$ cat src/rtl/mem_port_arbiter_pkg.sv
// Shared widths, port-owner encoding and starvation defaults for mem_port_arbiter.
// The optional posted write buffer is compiled in with MEM_WBUF_EN.
`ifndef ISIZE
`define ISIZE 16
`endif
`ifndef DSIZE
`define DSIZE 32
`endif

package mem_port_arbiter_pkg;

  localparam int unsigned AW                   = `ISIZE;
  localparam int unsigned DW                   = `DSIZE;
  localparam int unsigned STARVE_LIMIT_DEFAULT = 4;
  localparam int unsigned STARVE_CNT_W         = 4;
  localparam logic [STARVE_CNT_W-1:0] STARVE_MAX = 4'd15;

  typedef enum logic [2:0] {
    OWN_IDLE   = 3'd0,
    OWN_IFETCH = 3'd1,
    OWN_DREAD  = 3'd2,
    OWN_DWRITE = 3'd3,
    OWN_DRAIN  = 3'd4
  } owner_e;

  // Saturating count of consecutive cycles the fetch side asked and lost.
  function automatic logic [STARVE_CNT_W-1:0] starve_next(
    input logic [STARVE_CNT_W-1:0] cnt,
    input logic                    lost
  );
    logic [STARVE_CNT_W-1:0] res;
    res = '0;
    if (lost) begin
      res = (cnt == STARVE_MAX) ? STARVE_MAX : cnt + 4'd1;
    end
    return res;
  endfunction

endpackage

$ cat src/rtl/mem_port_arbiter_wbuf.sv
// Single-entry posted write buffer (address, data, valid) used by mem_port_arbiter.
// Only instantiated when MEM_WBUF_EN is defined.
module mem_wbuf
  import mem_port_arbiter_pkg::*;
(
  input  logic          clk,
  input  logic          rst,
  input  logic          load_i,
  input  logic          drain_i,
  input  logic [AW-1:0] addr_i,
  input  logic [DW-1:0] data_i,
  output logic          valid_o,
  output logic [AW-1:0] addr_o,
  output logic [DW-1:0] data_o
);

  logic          valid_q;
  logic [AW-1:0] addr_q;
  logic [DW-1:0] data_q;

  // A load only happens with the entry empty, so it never collides with a drain.
  always_ff @(posedge clk or negedge rst) begin
    if (!rst) begin
      valid_q <= 1'b0;
      addr_q  <= '0;
      data_q  <= '0;
    end else if (load_i) begin
      valid_q <= 1'b1;
      addr_q  <= addr_i;
      data_q  <= data_i;
    end else if (drain_i) begin
      valid_q <= 1'b0;
    end
  end

  assign valid_o = valid_q;
  assign addr_o  = addr_q;
  assign data_o  = data_q;

endmodule

$ cat src/rtl/mem_port_arbiter.sv
// Arbitrates an instruction-fetch port and a data port onto one shared memory port,
// with fetch starvation protection. Define MEM_WBUF_EN for the posted write buffer.
module mem_port_arbiter
  import mem_port_arbiter_pkg::*;
#(
  parameter int unsigned STARVE_LIMIT = STARVE_LIMIT_DEFAULT
) (
  input  logic              clk,
  input  logic              rst,
  input  logic              i_req,
  input  logic [`ISIZE-1:0] i_addr,
  output logic              i_ack,
  output logic [`DSIZE-1:0] i_rdata,
  output logic              i_rvalid,
  input  logic              d_req,
  input  logic              d_wen,
  input  logic [`ISIZE-1:0] d_addr,
  input  logic [`DSIZE-1:0] d_wdata,
  output logic              d_ack,
  output logic [`DSIZE-1:0] d_rdata,
  output logic              d_rvalid,
  output logic              m_wen,
  output logic [`ISIZE-1:0] m_addr,
  output logic [`DSIZE-1:0] m_wdata,
  input  logic [`DSIZE-1:0] m_rdata
);

  localparam logic [STARVE_CNT_W-1:0] LIMIT = STARVE_CNT_W'(STARVE_LIMIT);

  logic          wb_valid;
  logic [AW-1:0] wb_addr;
  logic [DW-1:0] wb_data;

`ifdef MEM_WBUF_EN
  localparam logic WBUF = 1'b1;
  logic wb_load;
  logic wb_drain;

  mem_wbuf u_wbuf (
    .clk     (clk),
    .rst     (rst),
    .load_i  (wb_load),
    .drain_i (wb_drain),
    .addr_i  (d_addr),
    .data_i  (d_wdata),
    .valid_o (wb_valid),
    .addr_o  (wb_addr),
    .data_o  (wb_data)
  );
`else
  localparam logic WBUF = 1'b0;
  assign wb_valid = 1'b0;
  assign wb_addr  = '0;
  assign wb_data  = '0;
`endif

  owner_e                  owner_q;
  owner_e                  grant;
  logic [STARVE_CNT_W-1:0] cnt_q;
  logic [STARVE_CNT_W-1:0] cnt_d;
  logic                    i_fwd_q;
  logic                    d_fwd_q;
  logic [DW-1:0]           i_rdata_q;
  logic [DW-1:0]           d_rdata_q;

  logic fwd_i;
  logic fwd_d;
  logic i_port;
  logic d_port;
  logic i_free;
  logic d_free;
  logic starve;

  assign fwd_i  = wb_valid && (wb_addr == i_addr);
  assign fwd_d  = wb_valid && (wb_addr == d_addr);
  assign starve = (cnt_q >= LIMIT);

  // Which requests need the shared port and which complete without it
  // (buffered write into an empty entry, or a read hitting the buffer).
  assign d_port = d_req && (d_wen ? (!WBUF || wb_valid) : !fwd_d);
  assign d_free = d_req && !d_port;
  assign i_port = i_req && !fwd_i;
  assign i_free = i_req && fwd_i;

  always_comb begin
    grant = OWN_IDLE;
    i_ack = 1'b0;
    d_ack = 1'b0;
    if (d_port && !(i_port && starve)) begin
      if (!d_wen) begin
        grant = OWN_DREAD;
        d_ack = 1'b1;
      end else if (WBUF) begin
        grant = OWN_DRAIN;
      end else begin
        grant = OWN_DWRITE;
        d_ack = 1'b1;
      end
    end else if (i_port) begin
      grant = OWN_IFETCH;
      i_ack = 1'b1;
    end else if (wb_valid) begin
      grant = OWN_DRAIN;
    end
    if (d_free) begin
      d_ack = 1'b1;
    end
    if (i_free) begin
      i_ack = 1'b1;
    end
    if (!rst) begin
      grant = OWN_IDLE;
      i_ack = 1'b0;
      d_ack = 1'b0;
    end
  end

  always_comb begin
    m_wen   = (grant == OWN_DWRITE) || (grant == OWN_DRAIN);
    m_wdata = (grant == OWN_DRAIN) ? wb_data : d_wdata;
    case (grant)
      OWN_DREAD, OWN_DWRITE: m_addr = d_addr;
      OWN_DRAIN:             m_addr = wb_addr;
      default:               m_addr = i_addr;
    endcase
  end

`ifdef MEM_WBUF_EN
  assign wb_load  = d_ack && d_wen;
  assign wb_drain = (grant == OWN_DRAIN);
`endif

  assign cnt_d = starve_next(cnt_q, i_req && !i_ack);

  always_ff @(posedge clk or negedge rst) begin
    if (!rst) begin
      owner_q   <= OWN_IDLE;
      cnt_q     <= '0;
      i_fwd_q   <= 1'b0;
      d_fwd_q   <= 1'b0;
      i_rdata_q <= '0;
      d_rdata_q <= '0;
    end else begin
      owner_q <= grant;
      cnt_q   <= cnt_d;
      i_fwd_q <= i_free;
      d_fwd_q <= d_free && !d_wen;
      if (i_ack) begin
        i_rdata_q <= fwd_i ? wb_data : m_rdata;
      end
      if (d_ack && !d_wen) begin
        d_rdata_q <= fwd_d ? wb_data : m_rdata;
      end
    end
  end

  // The registered owner marks the cycle after a port read; buffer hits use their own flags.
  assign i_rvalid = (owner_q == OWN_IFETCH) || i_fwd_q;
  assign d_rvalid = (owner_q == OWN_DREAD) || d_fwd_q;
  assign i_rdata  = i_rdata_q;
  assign d_rdata  = d_rdata_q;

endmodule

$ cat config.mk
export PLATFORM = sky130hd
export DESIGN_NAME = mem_port_arbiter
export DESIGN_NICKNAME = d
export VERILOG_FILES = /design/src/rtl/mem_port_arbiter_pkg.sv /design/src/rtl/mem_port_arbiter_wbuf.sv /design/src/rtl/mem_port_arbiter.sv
export SDC_FILE = /design/constraint.sdc
export NUM_CORES = 1
export LEC_CHECK = 0
export CAP_MARGIN = 10
export CORE_ASPECT_RATIO = 0.6
export CORE_MARGIN = 2
export CORE_UTILIZATION = 30
export CTS_CLUSTER_SIZE = 14
export DETAILED_ROUTE_END_ITERATION = 10
export PLACE_DENSITY = 0.76
export SLEW_MARGIN = 20
export SYNTH_ARGS = -nofsm -noshare
export SYNTH_HDL_FRONTEND = slang
export SYNTH_HIERARCHICAL = 1
export SYNTH_SLANG_ARGS = --single-unit
$ cat constraint.sdc
create_clock -name clk -period 5.08 [get_ports clk]
set_clock_uncertainty 0.2 [all_clocks]
set_input_delay 1.016 -clock clk [delete_from_list [all_inputs] [get_ports clk]]
set_output_delay 1.016 -clock clk [all_outputs]
set_load 0.01 [all_outputs]
==> run metrics <==
Syn. warnings 6; CTS resizes 0; total number of vias 2150; RSZ-0062 raised after global routing false; PwrDens 384 mW/mm²; DRC 0; sequential cell area fraction in the yosys report 52.9%; Synth Net Count 318; initial antenna violation count 0; Worst-path clk slew 0.05 ns; Tightest Pin Transition 0.497 ns; NetSw 464 µW; synth top area cells dfrtp_1 (53%), mux2_4 (17%), mux2_2 (15%); clock latency on the worst-skew pair 0.32 ns; status finished clean; grt ovf 0; Distinct cells, synth 24; Synth Area per Inst 15.3 µm²; required time at the worst-slack endpoint 3.86 ns; Yosys top cell area share 52.9%; count of buffers from port buffering 153; Root Buffer clkbuf_16; maximum fanout along the worst path 12; fin crit period 4.35 ns; Crit. End Element primary output; Fmax 230 MHz; sw frac 24.1%; Post-CTS Setup Inserts 0; DP HPWL 5880 µm; Hold Path Class reg -> reg; routed vias/inst 4.40; first-pass GRT wire length 12600 µm; TNS Setup 0 ns; n_diodes 0; largest net degree at the start of global routing 39; GPL Wtd Cong 0.671; IO Count 218; vias in the first global route 2307; # setup viols final 0; Syn-to-layout area delta 51.6%; # H-tree levels 3; kind of critical path in -> out; CTS Hold Bufs 0; final worst slack 0.733 ns; Final period util 85.6%; Rel. slew slack 66.5%; setup slack, reg-to-reg 2.94 ns; Reg area 0.00175 mm²; Initial Utilization 31.0%; footprint of the multi-input gates 0.00119 mm²; CTS tree built; die area 0.0119 mm²; Synth Instances 216; Crit path arrival time 3.13 ns; Longest Clk Path Bufs 2; Fillers 954; WL per Instance 16.3 µm; Synth Cell Area 0.00331 mm²; pre-CTS WS 0.722 ns; Worst IR Drop VDD 0.178 mV; DR iter-0 viols 50; cell taking the most area after synthesis dfrtp_1; Layout Nets 447; drt total wl 7990 µm; CTS Buf Count 9; ANT nets after route 0; Die Y 85.4 µm; Placeable Area 0.0107 mm²; router iterations before antenna repair 2; Reg power frac 37.4%; Power Internal 1460 µW; GRT Total Usage 13.7%; Sink Count 70; critical path launch point type input pin; max_cap viols 0; Synth Register Bits 70; combinational fraction of design power 27.6%; Die Wd 140 µm; Max Slew Vio Count 0; Clk pwr share 35.1%; share of cells above drive strength 1 30.3%; leakage 0.00212 µW; Rows 29; Final Hold Vio Count 0
[cells in the mapped netlist, drive strengths merged]
cell type,count
ha,1
a21o,1
a31oi,1
and3,1
nor3,1
o21ai,2
a21oi,2
nor3b,1
nand2,2
nand3,2
nor2,4
nor2b,2
a211oi,1
mux2,80
and2,1
dfrtp,70
and4b,1
buf,41
inv,2
[routing by layer]
metal	up-vias	global-route usage (%)	share of wire [%]
li1	976	-	-
met4	0	3.64	0.85
met5	-	0	0
met1	1084	17.8	45
met2	75	20.9	47
met3	15	6.09	7.2
[worst max-delay path, stage by stage]
cell             delay, ns
clkdlybuf4s50_1       0.45
o21ai_2               0.08
and3_1                0.49
buf_4                 0.30
mux2_4                0.31
clkdlybuf4s50_1       0.48
[stage by stage]
stage	cell area, µm²	power, µW	hold slack, ns	utilization (%)	cells
5_1_grt	5020	2030	0.321	47.1	489
4_1_cts	5020	1960	0.307	47.1	489
2_1_floorplan	3310	965	0.271	-	216
6_report	5020	1930	0.306	47.1	489
3_3_place_gp	4700	1250	0.285	44.0	473
3_5_place_dp	4700	1270	0.291	44.0	473
[cells by family (layout without fill, tap and decap cells)]
logic type	Yosys count	count (layout)	synth area share, %
DFF	70	70	52.9
buffers and inverters	43	177	11.3
adders and majority gates	1	1	0.378
muxes	80	80	31.4
and+or+nand+nor	15	15	2.64
AOI/OAI and AO/OA	7	7	1.36
[layout by cell type (no fill, tap or decap), drive strengths merged, types with 2 or more instances in the layout]
cell	count
mux2	80
a21oi	2
nand3	2
clkbuf	11
nand2	2
buf	7
dfrtp	70
nor2b	2
bufinv	2
nor2	4
inv	3
clkdlybuf4s50	152
o21ai	2
[flip-flops by register name, summed over array words and instances, names as in the netlist]
name	count
d_rdata	32
owner_q	2
cnt_q	4
i_rdata	32
[area by class of cell]
class / count / area share (%)
clock buffer: 11 / 4.83
clock inverter: 5 / 1.62
inverter: 2 / 0.149
multi-input combinational: 103 / 23.7
sequential: 70 / 34.9
tap: 139 / 3.46
timing repair buffer: 159 / 31.3
[path summary, 6_finish.rpt]
check,startpoint,to,cells after the start
min in group asynchronous,rst,d_rdata[3],2
max in group asynchronous,rst,d_rdata[28],2
hold / removal,i_rdata[18],i_rdata[18],1
hold reg to reg,i_rdata[18],i_rdata[18],1
setup reg to reg,cnt_q[3],d_rdata[23],4
setup / recovery,i_req,m_addr[4],6
[power groups by stage]
stage / registers [µW] / logic [µW] / clock network, µW
6_report: 720 / 531 / 676
5_1_grt: 735 / 566 / 726
4_1_cts: 722 / 540 / 698
3_5_place_dp: 728 / 538 / 0
3_3_place_gp: 725 / 530 / 0
2_1_floorplan: 773 / 193 / 0
No activity file was read; power rests on OpenSTA's default activity.
